File: config.mk
export PLATFORM = sky130hd
export DESIGN_NAME = jrb_regfile_pc_unit
export DESIGN_NICKNAME = d
export VERILOG_FILES = /design/src/rtl/jrb_regfile_pc_unit.sv
export SDC_FILE = /design/constraint.sdc
export NUM_CORES = 1
export LEC_CHECK = 0
export BUFFER_PORTS_ARGS = -buffer_cell sky130_fd_sc_hd__buf_2
export CAP_MARGIN = 20
export CORE_MARGIN = 3
export CORE_UTILIZATION = 57
export DETAILED_ROUTE_END_ITERATION = 12
export HOLD_SLACK_MARGIN = 0.15
export PLACE_DENSITY_LB_ADDON = 0.05
export SYNTH_ARGS = -nofsm -noshare
export SYNTH_HDL_FRONTEND = slang
export SYNTH_SLANG_ARGS = --single-unit
File: constraint.sdc
create_clock -name clk -period 3.75 [get_ports clk]
set_input_delay 0.75 -clock clk [delete_from_list [all_inputs] [get_ports clk]]
set_output_delay 0.75 -clock clk [all_outputs]
set_load 0.02 [all_outputs]
File: src/rtl/jrb_regfile_pc_unit.sv
// jrb8 register file, conditional-jump PC and buffered output port.
// Optional return stack enabled by defining JRB_PC_STACK_EN.
module jrb_regfile_pc_unit #(
   parameter int DATA_W    = 8,
   parameter int NUM_REGS  = 4,
   parameter int PC_W      = 16,
   parameter int OUT_DEPTH = 4
) (
   input  logic                         clk,
   input  logic                         rst_n,
   input  logic [DATA_W-1:0]            bus_in,
   input  logic                         reg_we,
   input  logic [$clog2(NUM_REGS)-1:0]  wsel,
   input  logic [$clog2(NUM_REGS)-1:0]  rsel_a,
   input  logic [$clog2(NUM_REGS)-1:0]  rsel_b,
   output logic [DATA_W-1:0]            rd_a,
   output logic [DATA_W-1:0]            rd_b,
   input  logic                         pc_inc,
   input  logic                         tgt_lo_we,
   input  logic                         tgt_hi_we,
   input  logic                         jmp,
   input  logic [2:0]                   cond,
   input  logic [3:0]                   flags,
   input  logic                         call,
   input  logic                         ret,
   output logic [PC_W-1:0]              pc,
   input  logic                         out_push,
   output logic [DATA_W-1:0]            out_data,
   output logic                         out_valid,
   input  logic                         out_ready,
   output logic [$clog2(OUT_DEPTH):0]   out_count,
   output logic                         out_ovf
);
   localparam int OW = $clog2(OUT_DEPTH);
   localparam int HW = PC_W - DATA_W;

   logic [DATA_W-1:0] regs_q [NUM_REGS];
   logic [DATA_W-1:0] regs_d [NUM_REGS];
   logic [DATA_W-1:0] tgt_lo_q, tgt_lo_d;
   logic [HW-1:0]     tgt_hi_q, tgt_hi_d;
   logic [PC_W-1:0]   pc_q, pc_d, pc_plus1, target;
   logic              cond_true;

   always_comb begin
      regs_d = regs_q;
      if (reg_we) regs_d[wsel] = bus_in;
   end

   assign rd_a = regs_q[rsel_a];
   assign rd_b = regs_q[rsel_b];

   always_comb begin
      tgt_lo_d = tgt_lo_we ? bus_in : tgt_lo_q;
      tgt_hi_d = tgt_hi_we ? bus_in[HW-1:0] : tgt_hi_q;
   end

   // flags = {O,S,C,Z}
   always_comb begin
      case (cond)
         3'd0:    cond_true = 1'b1;
         3'd1:    cond_true = flags[0];
         3'd2:    cond_true = ~flags[0];
         3'd3:    cond_true = flags[1];
         3'd4:    cond_true = ~flags[1];
         3'd5:    cond_true = flags[2];
         3'd6:    cond_true = flags[3];
         default: cond_true = 1'b0;
      endcase
   end

   assign pc_plus1 = pc_q + PC_W'(1);
   assign target   = {tgt_hi_q, tgt_lo_q};
   assign pc       = pc_q;

`ifdef JRB_PC_STACK_EN
   logic [PC_W-1:0] stk_q [4];
   logic [PC_W-1:0] stk_d [4];
   logic [1:0]      sp_q, sp_d, sp_m1;
   logic [2:0]      depth_q, depth_d;

   assign sp_m1 = sp_q - 2'd1;

   // Circular stack: a push on a full stack naturally lands on the oldest slot.
   always_comb begin
      stk_d   = stk_q;
      sp_d    = sp_q;
      depth_d = depth_q;
      pc_d    = pc_q;
      if (cond_true && (jmp || call)) begin
         pc_d = target;
         if (call) begin
            stk_d[sp_q] = pc_plus1;
            sp_d        = sp_q + 2'd1;
            depth_d     = (depth_q == 3'd4) ? depth_q : depth_q + 3'd1;
         end
      end else if (ret) begin
         if (depth_q != 3'd0) begin
            pc_d    = stk_q[sp_m1];
            sp_d    = sp_m1;
            depth_d = depth_q - 3'd1;
         end else begin
            pc_d = pc_plus1;
         end
      end else if (pc_inc) begin
         pc_d = pc_plus1;
      end
   end

   always_ff @(posedge clk or posedge rst_n) begin
      if (rst_n) begin
         for (int i = 0; i < 4; i++) stk_q[i] <= '0;
         sp_q    <= '0;
         depth_q <= '0;
      end else begin
         for (int i = 0; i < 4; i++) stk_q[i] <= stk_d[i];
         sp_q    <= sp_d;
         depth_q <= depth_d;
      end
   end
`else
   logic unused_ret;
   assign unused_ret = ret;

   always_comb begin
      pc_d = pc_q;
      if (cond_true && (jmp || call)) pc_d = target;
      else if (pc_inc)                pc_d = pc_plus1;
   end
`endif

   logic [DATA_W-1:0] mem_q [OUT_DEPTH];
   logic [DATA_W-1:0] mem_d [OUT_DEPTH];
   logic [OW-1:0]     wr_ptr_q, wr_ptr_d, rd_ptr_q, rd_ptr_d;
   logic [OW:0]       cnt_q, cnt_d;
   logic              ovf_q, ovf_d;
   logic              full, do_pop, do_push;

   assign full    = (cnt_q == (OW+1)'(OUT_DEPTH));
   assign do_pop  = (cnt_q != '0) && out_ready;
   assign do_push = out_push && (!full || do_pop);

   always_comb begin
      mem_d    = mem_q;
      wr_ptr_d = wr_ptr_q;
      rd_ptr_d = rd_ptr_q;
      cnt_d    = cnt_q;
      ovf_d    = ovf_q | (out_push & full & ~do_pop);
      if (do_push) begin
         mem_d[wr_ptr_q] = bus_in;
         wr_ptr_d        = wr_ptr_q + OW'(1);
      end
      if (do_pop) rd_ptr_d = rd_ptr_q + OW'(1);
      if (do_push && !do_pop)      cnt_d = cnt_q + (OW+1)'(1);
      else if (do_pop && !do_push) cnt_d = cnt_q - (OW+1)'(1);
   end

   assign out_data  = mem_q[rd_ptr_q];
   assign out_valid = (cnt_q != '0);
   assign out_count = cnt_q;
   assign out_ovf   = ovf_q;

   always_ff @(posedge clk or posedge rst_n) begin
      if (rst_n) begin
         for (int i = 0; i < NUM_REGS; i++)  regs_q[i] <= '0;
         for (int i = 0; i < OUT_DEPTH; i++) mem_q[i]  <= '0;
         tgt_lo_q <= '0;
         tgt_hi_q <= '0;
         pc_q     <= '0;
         wr_ptr_q <= '0;
         rd_ptr_q <= '0;
         cnt_q    <= '0;
         ovf_q    <= 1'b0;
      end else begin
         for (int i = 0; i < NUM_REGS; i++)  regs_q[i] <= regs_d[i];
         for (int i = 0; i < OUT_DEPTH; i++) mem_q[i]  <= mem_d[i];
         tgt_lo_q <= tgt_lo_d;
         tgt_hi_q <= tgt_hi_d;
         pc_q     <= pc_d;
         wr_ptr_q <= wr_ptr_d;
         rd_ptr_q <= rd_ptr_d;
         cnt_q    <= cnt_d;
         ovf_q    <= ovf_d;
      end
   end
endmodule

Yosys cells after proc, flatten, opt, wreduce, memory -nomap -nowiden
Cells that the tools add are included.

storage, ports and cells
  register bits = 104
  input port bits = 32
  output and inout bits = 45
  logic and storage cells = 81

cells by class
  $add $sub $neg = 5
  magnitude comparators = 7
  equality and inequality tests = 7
  muxes and demuxes = 20
  bitwise operators = 11
  reduce and logical (&&, ||, !) cells = 16

operators by type and width
  operator                                                                       number
  32-bit bitwise mux                                                             2
  8-bit 2-to-1 mux                                                               8
  8-bit binary-select mux with 2-bit select                                      3
  8-bit demux with 2-bit select                                                  2
  16-bit 2-to-1 mux                                                              2
  16-bit by 1-bit adder with 16-bit output (second input constant)               1
  3-bit greater-or-equal comparator (second input constant)                      5
  2-bit inverter with 3-bit output                                               5
  3-bit equality test (second input constant)                                    4
  1-bit logical AND                                                              7
  1-bit one-hot mux with 7 select lines                                          1
  3-bit by 2-bit equality test with 1-bit output (second input constant)         2
  3-bit by 1-bit less-than comparator with 1-bit output (second input constant)  2
  3-bit 2-to-1 mux                                                               2
  2-bit by 1-bit adder with 2-bit output (second input constant)                 2
  2-bit nonzero test                                                             2
  3-bit by 1-bit adder with 3-bit output (second input constant)                 1
  3-bit by 1-bit equality test with 1-bit output (second input constant)         1
  1-bit zero test                                                                3
  3-bit zero test                                                                1
  1-bit inverter                                                                 3
  3-bit nonzero test                                                             1
  3-bit by 1-bit subtractor with 3-bit output (second input constant)            1
  1-bit AND                                                                      2
  other kinds (2)                                                                3

Depth between registers and ports, before layout
Gate-level depths: netlist of run 1.

  depth after elaboration = 8
  depth in mapped cells = 9
  mapped depth without buffers = 8

Least setup slack after synthesis of run 1
No wires, ideal clock.

  path kind = input -> register
  start point = input port out_ready
  end point = register cnt_q[1] (netlist: out_count[1])
  library setup time = 0.125 ns
  arrival time = 2.250 ns
  data required time = 3.625 ns
  setup slack = 1.376 ns
  stages on the path = 7
  path buffers = 1
  cell sequence = nor4b_1 nor2b_1 buf_2 ha_1 inv_1 fa_1 mux2_2

on the way
  elaborated cells between the ends (all ways) = 9
  classes of those cells = mux (1); reduce/logical (8)

RTL lines
  element                 line  source
  start: declaration      30    input logic out_ready,
  1-bit logical AND       139   assign do_pop = (cnt_q != '0) && out_ready;
  1-bit logical OR        140   assign do_push = out_push && (!full || do_pop);
  1-bit logical AND       140
  named net do_push       136   logic full, do_pop, do_push;
  1-bit logical AND       153   if (do_push && !do_pop) cnt_d = cnt_q + (OW+1)'(1);
  3-bit 2-to-1 mux        153
  named net cnt_d[1]      134   logic [OW:0] cnt_q, cnt_d;
  end signal: assignment  181   cnt_q <= cnt_d;
  end: declaration        134

The timed path passes the listed nets, and every way through them passes these cells.
A chain may end at the register's enable or synchronous reset.

Worst setup path in the final report of run 1
  start point = register cnt_q[2] (netlist: out_count[2])
  end point = register cnt_q[2] (netlist: out_count[2])

on the way
  word-level cells in the longest chain between the ends = 7
  elaborated cells between the ends (all ways) = 15
  classes of those cells = add/sub (2); eq/ne (1); mux (2); reduce/logical (10)

ends and longest elaborated chain
  element
  parallel branches: the longest is 7 deep, another holds 3-bit by 1-bit subtractor with 3-bit output

Parallel ways; which one is timed is not known. The select of a mux whose other input is x is not followed.

==> results of run 1 <==
per-stage QoR:
step / instances / setup slack (ns) / power, mW
after floorplan: 335 / 0.2678 / 2.930
after global placement: 498 / 0.8405 / 3.302
after detailed placement: 498 / 0.7727 / 3.368
after CTS: 514 / 1.057 / 4.137
after global routing: 514 / 0.9244 / 4.347
final: 514 / 1.134 / 4.091
worst max-delay path by stage:
stage                     cells after the start  slack [ns]            to         start
after detailed placement                      9        0.77  out_count[2]     out_ready
final                                         8        1.13  out_count[2]  out_count[2]
after global placement                        9        0.84  out_count[2]     out_ready
after global routing                          8        0.92  out_count[2]  out_count[2]
after CTS                                     2        1.06   out_data[6]   rd_ptr_q[0]
after floorplan                               1        0.27      mem_q[0]         rst_n
routing by layer:
metal	up-vias	track usage (%)	part of all wire, %
li1	1378	-	-
met4	0	8.290	1.9
met3	14	3.336	4.6
met2	64	34.30	50
met5	-	0	0
met1	1557	27.75	44
state kept, by name (all words and copies together) (netlist names):
register	count
mem_q	32
out_count	3
out_ovf	1
pc	16
rd_ptr_q	2
regs_q	32
tgt_hi_q	8
tgt_lo_q	8
wr_ptr_q	2
final cells by class:
type,count,area [um2]
Timing Repair Buffer,78,397.9
Multi-Input combinational cell,205,2337
Clock inverter,7,100.1
Sequential cell,104,2603
Inverter,6,25.02
Fill cell,604,2705
Clock buffer,9,123.9
Tap cell,105,131.4
worst max-delay path: stages, from the launching register on:
cell     delay [ns]
dfrtp_1        0.42
nor4b_1        0.17
nor2b_1        0.79
ha_1           0.33
inv_1          0.06
fa_1           0.37
xor2_1         0.15
nor2_1         0.12
xor2_1         0.15
cells in the mapped netlist (4+ instances only):
library cell and count:
mux2_4 10, xor2_1 11, ha_1 6, nor4_1 5, inv_1 6, nand2_4 4, dfrtp_1 104, xnor2_1 9
buf_2 5, mux2_2 88, mux4_2 24, nand2_1 7, nand3_1 6, nand4_1 6, clkbuf_1 10
cells by family (layout without fill, tap and decap cells):
| family | Yosys count | after routing | synth area share (%) |
|---|---|---|---|
| compound gates | 7 | 7 | 1.458 |
| mux | 122 | 122 | 33.21 |
| buf+inv | 26 | 100 | 2.446 |
| fa+ha+maj | 7 | 7 | 1.878 |
| simple gates | 49 | 49 | 6.153 |
| flops | 104 | 104 | 51.40 |
| xor+xnor | 20 | 20 | 3.459 |
report_power, final:
part           total, mW  switching, mW  internal, mW
Combinational       1.54          0.740         0.802
Sequential          1.78          0.295          1.48
Clock              0.769          0.386         0.384
Total               4.09           1.42          2.67
==> metrics.txt, run 1 <==
Worst EP required=a little over 4 ns; clk_skew=about 0.015 ns; critical path fanouts, max=8; DR pass1 iterations=4; part of the cycle the worst path needs=a little over two thirds; fin crit period=2.616 ns; vias=~3000; cts repair resizes=0; proportion of netlist area held by the largest area contributor=between 50% and 60%; layout cells sized above 1=approximately 56%; commonest non-fill, non-tap cell in the layout=dfrtp_1; row count=33; Post-synth EDFFs=0; Worst-path clk slew=around 0.09 ns; Post-CTS Hold Fix Bufs=0; placed cell areas=roughly 5500 um2; Die X=roughly 100 um; clk buf depth=2; Worst-Margin Slew=1.010 ns; end of the worst hold path=out_ovf; clk_lat worst skew=approximately 0.36 ns; Final #Nets=approximately 440; Worst Setup Path Type=flip-flop to flip-flop; Synth Cell Area=5064 um2; DIE HEIGHT=about 100 um; post-synthesis net count=374; CTS root buf=clkbuf_8; post-detailed-route count of antenna-violating nets=0; initial antenna violation count=0; ys async rst share=between 90% and 100%; IO Port Bufs=between 70 and 80; DR iter-0 viols=approximately 140; Yosys cell types=38; endpoint class of the critical path=flip-flop; final hold vios=0; r2r setup slk=roughly 1.1 ns; RSZ-0062 raised after global routing=no; register area share after synthesis=51.40%; All-Layer GR Usage=between 20% and 30%; Max VDD drop=slightly below 0.4 mV; CTS tree=yes; Via density=roughly 6; vias in the first global route=3160; setup TNS=0 ns; final instance area=approximately 5700 um2; Area contributors post-synth=dfrtp_1, mux2_2, mux4_2; hold path startpoint=out_ovf; cells after synthesis=335; number of remaining DRC errors=0; CP Launch Type=flip-flop; area added between synthesis and finish=12.92%; die footprint=~10000 um2; Cells on Worst Hold Path=1; PD cells=roughly 720 nW/um2; #FFs+latches synth=104; Synth Area per Inst=between 15 and 20 um2; clock sink count=about 100; largest net degree at the start of global routing=77; FF-to-FF path depth=8; Hold Crit Class=flip-flop to flip-flop; n_diodes=0; Slew Limit Fails=0; DPL Wire Length=approximately 6.8 mm; DR WL/cell=18.80 um; Final GP Congestion=slightly below 0.8; ys flop type=dfrtp_1; CTS buffer count=9; leading area contributor after synthesis=dfrtp_1; Finished Core Util=approximately two thirds; Remaining Overflow, GRT=0; Routed WL=between 9 and 10 mm; Final setup viols=0; Worst EP arrival=just under 3 ns; Worst R2R Start=out_count[2]; core area=8423 um2; Hold WS=0.4595 ns; run status=finished, final reports clean; Slew headroom=approximately 33%; H-tree levels=3; most frequent cells in the layout=dfrtp_1, mux2_2, buf_2; Initial Util=between 60% and 70%; setup bufs post-CTS=0; num ports=77; synth warn=0; Leakage=2.530 nW; Worst R2R End=out_count[2]; Max Freq=0.3823 GHz; first-pass GRT wire length=between 15 and 20 mm; number of max-cap violations=0
Power figures use the tool's default switching activity.
==> inputs of run 2 (changes only) <==
- CORE_UTILIZATION: 57 -> 51
- clock period: 3.75 -> 2.4 ns (I/O delays scaled with it)
==> run 2 against run 1 <==
Effect of this change:
- global-route usage decreased by 1.7 points
- power rose by 56%
- utilization is 6.7 points lower
- clock skew decreased by 0.0024 ns
- setup slack got worse by 0.85 ns
- cell count is 5.3% higher
- sequential power up 54%
- hold slack worse by 0.26 ns
- critical path depth fell by 6
- via count fell by 0.93%
- combinational power up 62%
- non-clock buffer count grew 4
==> metrics.txt, run 2 (synthesis gave the netlist of run 1 again) <==
row count=35; Worst R2R Start=out_count[0]; Slew Limit Fails=0; clk buf depth=2; core area=between 9000 and 10000 um2; crit-path max cell delay=between 0.6 and 0.7 ns; slowest CP cell=dfrtp_1; DR WL/cell=18.43 um; commonest non-fill, non-tap cell in the layout=dfrtp_1; largest net degree at the start of global routing=between 40 and 50; DR iter-0 viols=112; Storage cell area=around 2600 um2; number of remaining DRC errors=0; Worst-Margin Slew=about 0.62 ns; fin crit period=approximately 2.1 ns; layout cells sized above 1=approximately 56%; CTS buffer count=9; num ports=77; CP Cell Sequence=mux4_2 -> buf_2; Worst-path clk slew=~0.1 ns; clk_lat worst skew=around 0.36 ns; most frequent cells in the layout=dfrtp_1, mux2_2, buf_2; # fillers=roughly 750; vias=~3000; Max VDD drop=approximately 0.7 mV; final instance area=a little under 6000 um2; DPL Wire Length=~7 mm; Initial Util=a little over half; Final GP Congestion=0.7290; Final setup viols=0; H-tree levels=3; DIE HEIGHT=~110 um; Worst R2R End=out_count[1]; final hold vios=0; FF-to-FF path depth=6; Final #Nets=about 450; cts repair resizes=0; post-detailed-route count of antenna-violating nets=0; critical path fanouts, max=9; Via density=5.518; total power=between 6 and 7 mW; clock sink count=between 100 and 150; Critical Path Sink=out_data[6]; Finished Core Util=61.14%; Routed WL=around 10 mm; Worst Setup Path Type=flip-flop to output pin; number of max-cap violations=0; setup bufs post-CTS=0; r2r setup slk=slightly above 0.3 ns; Worst EP required=about 1.9 ns; n_diodes=0; Leakage=between 2 and 3 nW; All-Layer GR Usage=about a fifth; placed cell areas=around 5600 um2; setup TNS=0 ns; Hold Crit Class=primary input to asynchronous set/reset pin; CTS tree=yes; endpoint class of the critical path=output pin; vias in the first global route=3195; first-pass GRT wire length=approximately 16 mm; IO Port Bufs=75; PD cells=~1100 nW/um2; Die X=roughly 110 um; clk_skew=0.01286 ns; CP Launch Type=flip-flop; RSZ-0062 raised after global routing=no; area of the multi-input gates=roughly 2300 um2; CTS root buf=clkbuf_8; DR pass1 iterations=4; run status=finished, final reports clean; die footprint=about 11000 um2; Max Freq=0.4724 GHz; Slew headroom=around three fifths; part of the cycle the worst path needs=just under 90%; initial antenna violation count=0; critical path startpoint=rd_ptr_q[1]; area added between synthesis and finish=14.21%; Post-CTS Hold Fix Bufs=0; Remaining Overflow, GRT=0; Worst EP arrival=approximately 1.6 ns
run 2: cell count changes in the layout (fill, tap and decap cells not counted):
cell	change
buf_4	+2
inv_4	-1
buf_12	+2
clkbuf_1	+3
clkinv_2	-1
clkinvlp_4	+2
clkinv_4	-1
inv_6	-3
run 2: layer usage:
| metal | up-vias | GRT usage, % | wire length (um) |
|---|---|---|---|
| met5 | - | 0 | 0 |
| met1 | 1530 | 24.62 | 4270 |
| met2 | 73 | 32.42 | 5134 |
| li1 | 1369 | - | - |
| met3 | 13 | 2.817 | 415 |
| met4 | 0 | 7.586 | 152 |
run 2: how the worst min path moves through the flow:
stage,from,to,slack (ns),cells after the start
after floorplan,mem_q[10],mem_q[10],0.47,1
after global placement,out_ovf,out_ovf,0.44,1
after detailed placement,out_ovf,out_ovf,0.44,1
after CTS,rst_n,regs_q[13],0.19,2
after global routing,rst_n,tgt_lo_q[3],0.21,2
final,rst_n,tgt_lo_q[3],0.20,2
run 2: where the power goes:
group          switching, mW  internal [mW]  leakage, nW  total (mW)
Combinational           1.21           1.29         1.22        2.50
Sequential             0.423           2.32         1.22        2.74
Clock                  0.560          0.584       0.0967        1.14
run 2: area by class of cell:
cell class / instances / share of cell area, %
clock buffers: 12 / 2.337
clock inverters: 3 / 1.168
inverters: 6 / 0.4543
multi-input cells: 205 / 40.42
flip-flops and latches: 104 / 45.00
well taps: 129 / 2.791
repair buffers: 82 / 7.832
run 2: critical path, delay by kind of cell (launching register included):
family / cells / cell delay, ns
DFF: 1 / 0.67
muxes: 1 / 0.42
buffers and inverters: 1 / 0.18
run 2: metrics by stage:
stage / instances / worst slack (ns) / hold WS (ns)
4_1_cts: 541 / 0.2721 / 0.1916
5_1_grt: 541 / 0.1471 / 0.2142
3_3_place_gp: 526 / 0.2438 / 0.4361
2_1_floorplan: 335 / 0.1855 / 0.4738
6_report: 541 / 0.2833 / 0.1959
3_5_place_dp: 526 / 0.1939 / 0.4443
